## src/rtl/link_seq_ctrl.sv

```systemverilog
// Link sequencer: baud/RX strobes, BER reference-delay alignment search and
// locked bit/error accumulation for the PRBS9 + BPSK + RC + BER chain.
module link_seq_ctrl #(
  parameter  int OS       = 4,
  parameter  int NDELAY   = 16,
  parameter  int DLY_W    = 4,
  parameter  int SYNC_LEN = 511,
  parameter  int CNT_W    = 64,
  localparam int PH_W     = $clog2(OS)
) (
  input  logic             clock,
  input  logic             i_reset,
  input  logic             i_tx_en,
  input  logic             i_rx_en,
  input  logic [PH_W-1:0]  i_phase,
  input  logic             i_err,
  output logic             o_tx_valid,
  output logic             o_rx_valid,
  output logic [DLY_W-1:0] o_delay_sel,
  output logic             o_locked,
  output logic [CNT_W-1:0] o_bit_cnt,
  output logic [CNT_W-1:0] o_err_cnt,
  output logic             o_ber_zero,
  output logic [1:0]       o_state
);

  localparam int WC_W = $clog2(SYNC_LEN + 1);

  typedef enum logic [1:0] {
    S_IDLE   = 2'd0,
    S_SEARCH = 2'd1,
    S_LOCK   = 2'd2
  } state_t;

  state_t            state;
  logic [PH_W-1:0]   bc;
  logic [PH_W-1:0]   phase_q;
  logic [DLY_W-1:0]  d;
  logic [DLY_W-1:0]  best_d;
  logic [WC_W-1:0]   best_err;
  logic [WC_W-1:0]   wc;
  logic [WC_W-1:0]   werr;

  logic [WC_W-1:0]   wc_nxt;
  logic [WC_W-1:0]   werr_nxt;
  logic              win_done;
  logic              better;
  logic              restart;
  logic [CNT_W-1:0]  bit_cnt_nxt;
  logic [CNT_W-1:0]  err_cnt_nxt;

  // Handshake: o_tx_valid / o_rx_valid are one-cycle strobes with no ready;
  // i_err is meaningful only in a cycle where o_rx_valid is high.
  always_ff @(posedge clock or negedge i_reset) begin
    if (!i_reset) begin
      bc         <= '0;
      o_tx_valid <= 1'b0;
      o_rx_valid <= 1'b0;
    end else begin
      o_tx_valid <= i_tx_en && (bc == '0);
      o_rx_valid <= i_tx_en && i_rx_en && (bc == i_phase);
      if (i_tx_en) bc <= bc + PH_W'(1);
    end
  end

  always_comb begin
    wc_nxt      = wc + WC_W'(1);
    werr_nxt    = werr + WC_W'(i_err);
    win_done    = (wc_nxt == WC_W'(SYNC_LEN));
    better      = (werr_nxt < best_err);
    restart     = i_rx_en && ((state == S_IDLE) || (i_phase != phase_q));
    bit_cnt_nxt = (&o_bit_cnt) ? o_bit_cnt : o_bit_cnt + CNT_W'(1);
    err_cnt_nxt = (i_err && !(&o_err_cnt)) ? o_err_cnt + CNT_W'(1) : o_err_cnt;
  end

  always_ff @(posedge clock or negedge i_reset) begin
    if (!i_reset) begin
      state       <= S_IDLE;
      phase_q     <= '0;
      d           <= '0;
      best_d      <= '0;
      best_err    <= '1;
      wc          <= '0;
      werr        <= '0;
      o_delay_sel <= '0;
      o_locked    <= 1'b0;
      o_bit_cnt   <= '0;
      o_err_cnt   <= '0;
    end else begin
      phase_q <= i_phase;
      // A strobe landing on the cycle LOCK is left still counts.
      if (state == S_LOCK && o_rx_valid) begin
        o_bit_cnt <= bit_cnt_nxt;
        o_err_cnt <= err_cnt_nxt;
      end
      if (!i_rx_en) begin
        state    <= S_IDLE;
        o_locked <= 1'b0;
      end else if (restart) begin
        state       <= S_SEARCH;
        o_locked    <= 1'b0;
        o_bit_cnt   <= '0;
        o_err_cnt   <= '0;
        d           <= '0;
        o_delay_sel <= '0;
        best_err    <= '1;
        best_d      <= '0;
        wc          <= '0;
        werr        <= '0;
      end else if (state == S_SEARCH && o_rx_valid) begin
        if (win_done) begin
          wc   <= '0;
          werr <= '0;
          if (better) begin
            best_err <= werr_nxt;
            best_d   <= d;
          end
          if (d == DLY_W'(NDELAY - 1)) begin
            state       <= S_LOCK;
            o_locked    <= 1'b1;
            o_delay_sel <= better ? d : best_d;
          end else begin
            d           <= d + DLY_W'(1);
            o_delay_sel <= d + DLY_W'(1);
          end
        end else begin
          wc   <= wc_nxt;
          werr <= werr_nxt;
        end
      end
    end
  end

  assign o_ber_zero = o_locked && (o_bit_cnt != '0) && (o_err_cnt == '0);
  assign o_state    = state;

endmodule

```

## config.mk

```make
export PLATFORM = sky130hd
export DESIGN_NAME = link_seq_ctrl
export DESIGN_NICKNAME = d
export VERILOG_FILES = /design/src/rtl/link_seq_ctrl.sv
export SDC_FILE = /design/constraint.sdc
export NUM_CORES = 1
export LEC_CHECK = 0
export ABC_AREA = 1
export CAP_MARGIN = 20
export CORE_MARGIN = 4
export CORE_UTILIZATION = 46
export CTS_BUF_LIST = sky130_fd_sc_hd__clkbuf_2
export CTS_CLUSTER_DIAMETER = 150
export DETAILED_ROUTE_END_ITERATION = 16
export GPL_TIMING_DRIVEN = 1
export HOLD_SLACK_MARGIN = 0.08
export PLACE_DENSITY = 0.75
export RECOVER_POWER = 50
export SETUP_SLACK_MARGIN = 0.1
export SLEW_MARGIN = 10
export SYNTH_ARGS = -nofsm -noshare
export SYNTH_HDL_FRONTEND = slang
export SYNTH_SLANG_ARGS = --single-unit
```

## constraint.sdc

```tcl
create_clock -name clock -period 6.7 [get_ports clock]
set_input_delay 1.675 -clock clock [delete_from_list [all_inputs] [get_ports clock]]
set_output_delay 1.675 -clock clock [all_outputs]
set_load 0.01 [all_outputs]
```

# ---- Yosys cells after proc, flatten, opt, wreduce, memory -nomap -nowiden
# Cells that the tools add are included.
dict set report totals {
  register_bits 176
}
dict set report classes {
  addsub 6
  n_lt_le_gt_ge 1
  n_eq_ne 10
  n_mux 40
  n_reduce_logical 25
}
# op n
set op_table {}
lappend op_table {{$mux W64} 8}
lappend op_table {{$add A64 B1 Y64 const B} 2}
lappend op_table {{$reduce_and A64 Y1} 2}
lappend op_table {{$mux W9} 10}
lappend op_table {{$logic_not A64 Y1} 1}
lappend op_table {{$reduce_bool A64 Y1} 1}
lappend op_table {{$mux W4} 12}
lappend op_table {{$mux W2} 5}
lappend op_table {{$add A9 B1 Y9} 1}
lappend op_table {{$add A9 B1 Y9 const B} 1}
lappend op_table {{$eq A9 B9 Y1 const B} 1}
lappend op_table {{$logic_and A1 B1 Y1} 9}
lappend op_table {{$lt A9 B9 Y1} 1}
lappend op_table {{$ne A3 B1 Y1 const B} 3}
lappend op_table {{$reduce_and A4 Y1} 2}
lappend op_table {{$reduce_and A3 Y1} 2}
lappend op_table {{$reduce_bool A2 Y1} 3}
lappend op_table {{$mux W1} 5}
lappend op_table {{$add A4 B1 Y4 const B} 1}
lappend op_table {{$eq A4 B4 Y1 const B} 1}
lappend op_table {{$logic_not A2 Y1} 2}
lappend op_table {{$add A2 B1 Y2 const B} 1}
lappend op_table {{$eq A2 B1 Y1 const B} 1}
lappend op_table {{$eq A2 B2 Y1} 1}
lappend op_table {{other kinds (6)} 6}

# ---- Longest topological paths before layout
dict set report logic_depth {
  word_depth 7
  ltp_mapped 17
}

# ---- Least setup slack after synthesis
# OpenSTA, ideal clock, no wires.
dict set report synth_timing {
  kind {in2reg}
  startpoint {input i_err}
  endpoint {register best_err[0]}
  arrival_ns 3.843
  setup_slack_ns 2.781
  stages 15
  path_buffers 0
  cell_sequence {ha_1 -> ha_1 -> nand2_1 -> nor2_1 -> nand3_1 -> xor2_1 -> inv_1 -> ha_1 -> a21oi_1 -> o21a_1 -> nand3_1 -> nand2_2 -> nand3_2 -> nand2_1 -> nand2_1}
}
dict set report synth_via {
  elab_chain_cells 5
  elab_cells_between_ends 8
}
# item line
set synth_rtl {}
lappend synth_rtl {{from (decl)} 16} ;# input logic i_err,
lappend synth_rtl {{$add A9 B1 Y9 *} 68} ;# werr_nxt = werr + WC_W'(i_err);
lappend synth_rtl {{parallel branches: the longest is 4 deep, another holds $lt A9 B9 Y1} n/a}
lappend synth_rtl {{to (signal assigned)} 115} ;# best_err <= werr_nxt;
lappend synth_rtl {{to (decl)} 40} ;# logic [WC_W-1:0] best_err;
# Mark *: on every way between the ends. The select of a mux whose other input is x is not followed.
# A chain may end at the register's enable or synchronous reset.

# ---- Final worst setup path
dict set report layout_timing {
  startpoint {register o_err_cnt[4]}
  endpoint {output o_ber_zero}
}
dict set report layout_via {
  elab_chain_cells 2
}
# item line
set layout_rtl {}
lappend layout_rtl {{from (decl)} 22} ;# output logic [CNT_W-1:0] o_err_cnt,
lappend layout_rtl {{from (signal assigned)} 94} ;# o_err_cnt <= err_cnt_nxt;
lappend layout_rtl {{$logic_not A64 Y1} 134} ;# assign o_ber_zero = o_locked && (o_bit_cnt != '0) && (o_err_cnt == '0);
lappend layout_rtl {{$logic_and A1 B1 Y1} 134}
lappend layout_rtl {{to (decl)} 23} ;# output logic o_ber_zero,
# No other way between the ends.

==> impl_metrics.tcl <==
set metrics [dict create \
    status "complete, but fails checks" \
    violations "max-capacitance violations, max-slew violations" \
    die_w_um 171 \
    synth_top_cell_by_area "dfrtp_1" \
    setup_viol 0 \
    grt_usage 0.265 \
    gp_congestion 0.965 \
    grt_overflow 0 \
    ir_drop_mv 0.159 \
    synth_top_area_frac 0.341 \
    yosys-top-cells-count "nand2_1 (465), nor2_1 (341), inv_1 (227)" \
    synth_ff_type "dfrtp_1" \
    cts_max_path_buffers 2 \
    maxCapViolations 4 \
    synth_cells 1831 \
    io_buffers 144 \
    worst-path-buf-inv 1 \
    grt_pass1_wl_mm 62.0 \
    grt_max_degree 90 \
    ant_nets 0 \
    fin_tns_setup_ns 0 \
    p_per_area_nw_per_um2 139 \
    whs_ns 0.487 \
    areaGrowthSynthToFinish_pct 16.0 \
    num_vias 12700 \
    drc 0 \
    cts.root.buffer_cell "clkbuf_2" \
    fmax_mhz 199 \
    worst_path_largest_cell_delay_ns 0.62 \
    worstMarginPinSlew_ns 2.70 \
    relSlewSlack -0.807 \
    final_nets 1988 \
    drt-initial-drc-count 1333 \
    synth_area_um2 12200 \
    die_y_um 171 \
    path_clk_slew_ns 0.29 \
    cts_made_buffers 17 \
    postCtsHoldBufs 0 \
    cts.sinks 175 \
    fin_util 0.543 \
    grt_pass1_vias 12100 \
    clock_skew_ns 0.0553 \
    critPathLaunchType "flip-flop" \
    core_um2 26100 \
    yosys-top-cells-area "dfrtp_1 (34%), nand2_1 (14%), nor2_1 (10%)" \
    drive_gt1_frac 0.0592 \
    path_delay_family "simple AND/OR/NAND/NOR gates" \
    ys_async_sr_fraction 1.00 \
    htree_levels 4 \
    ys_seq_area_frac 0.360 \
    finalHoldViolations 0 \
    avgSynthCellArea_um2 6.66 \
    synth_nets 1857 \
    worstPathCellList "nor4_1, nand4_1, nor2_1, nand4_1, nor2_1, clkdlybuf4s50_1" \
    io_pins 145 \
    cts.repair.resized 0 \
    ys_seq_elements 175 \
    period_needed_ns 5.02 \
    arrival_ns 3.35 \
    wire_per_inst_um 16.6 \
    antenna_found_initial 1 \
    cts_tree "done" \
    clk-insertion-delay-late_ns 0.79 \
    wl_mm 38.5 \
    yosysUniqueCellTypes 48 \
    rsz0062_at_grt "false" \
    rows 59 \
    fp.dieArea_um2 29200 \
    crit_fanout 7 \
    yosys_warnings 0 \
    yosys.cell_count.top_type "nand2_1" \
    post_cts_buffers 0 \
    critPathRequiredTime_ns 5.03 \
    period_share 0.749 \
    drt-vias-per-instance 5.49 \
    placed_area_um2 13900 \
    critPathKind "flip-flop to output pin" \
    fin_area_um2 14200 \
    firstDrtPassIters 6 \
    report.final.slew_viol_count 119 \
    hp-class "flip-flop to flip-flop" \
    slowest_stage "nor4_1" \
    synth_edf_count 0 \
    endpoint_kind "output pin" \
    power.leakage_nw 5.93 \
    start_util 0.468 \
    place_hpwl_mm 29.1 \
]
## routing by layer
| metal | vias to the layer above | wire, um | GRT usage |
|---|---|---|---|
| met1 | 5928 | 16500 | 0.355 |
| met2 | 509 | 17600 | 0.431 |
| met5 | - | 0 | 0 |
| met4 | 0 | 1300 | 0.0923 |
| li1 | 6152 | - | - |
| met3 | 100 | 2990 | 0.0499 |
## cell type report
type                            instances  area (um2)
Fill cell                            2637       11900
Multi-Input combinational cell       1375        6670
Sequential cell                       175        4390
Timing Repair Buffer                  152        1490
Inverter                              241         907
Tap cell                              335         419
Clock inverter                         15         178
Clock buffer                           17        85.1
Antenna cell                            2        5.00
## worst reg2reg max path, delay by kind of cell, from the launching register on
| family | cells | cell delay [ns] |
|---|---|---|
| buf+inv | 2 | 0.78 |
| compound gates | 1 | 0.18 |
| simple gates | 5 | 2.30 |
| flops | 1 | 0.50 |
## report_power, final
part           switching, mW  internal, mW
Sequential            0.0282          1.11
Combinational          0.138        0.0746
Clock                  0.436         0.187
Total                  0.602          1.37
## sequential cells by signal, summed over array words and instances (netlist names)
name         count
o_bit_cnt       64
best_err         9
o_state          1
o_tx_valid       1
werr             9
o_delay_sel      4
bc               2
o_rx_valid       1
phase_q          2
o_locked         1
best_d           4
o_err_cnt       64
d                4
wc               9
## layout by cell type (no fill, tap or decap), drive strengths merged, types with 3 or more instances in the layout
cell type / count
xor2: 30
and3: 4
nand4: 81
dfrtp: 166
clkbuf: 21
a31oi: 3
dlygate4sd3: 3
nor4: 27
and2: 7
o21ai: 49
o21bai: 14
nor2: 377
o22ai: 15
nor3: 43
ha: 19
inv: 240
nor3b: 8
clkinv: 12
nand3b: 6
buf: 5
dfstp: 9
clkdlybuf4s50: 140
a21oi: 41
nand3: 159
nand2: 478
xnor2: 7
or2: 4
## cells by family (layout without fill, tap and decap cells)
group | after synthesis | in the layout | synth area share
AND/OR/NAND/NOR | 1195 | 1195 | 0.445
AO/OA/AOI/OAI | 124 | 124 | 0.0564
adder cells (fa/ha/maj) | 19 | 19 | 0.0195
flip-flops | 175 | 175 | 0.360
buffers and inverters | 281 | 425 | 0.0921
XOR/XNOR | 37 | 37 | 0.0266
other | 0 | 2 | 0
## worst paths after layout
kind                                    from       endpoint  slack [ns]  cells after the start
worst max-delay path            o_err_cnt[4]     o_ber_zero        1.68                      6
worst min-delay path             best_err[1]    best_err[1]        0.49                      2
worst max register to register      o_locked  o_err_cnt[52]        2.85                      8
worst min register to register   best_err[1]    best_err[1]        0.49                      2
max in group asynchronous            i_reset          wc[8]        2.91                      2
min in group asynchronous            i_reset  o_bit_cnt[13]        0.87                      1
## per-stage QoR
stage	cells	power (mW)	setup slack, ns
after global placement	2278	1.36	1.67
after detailed placement	2278	1.37	1.58
after CTS	2310	1.98	1.61
after floorplan	1831	1.28	2.78
after global routing	2312	2.07	1.51
final	2312	1.97	1.68
No activity file was read; power rests on OpenSTA's default activity.
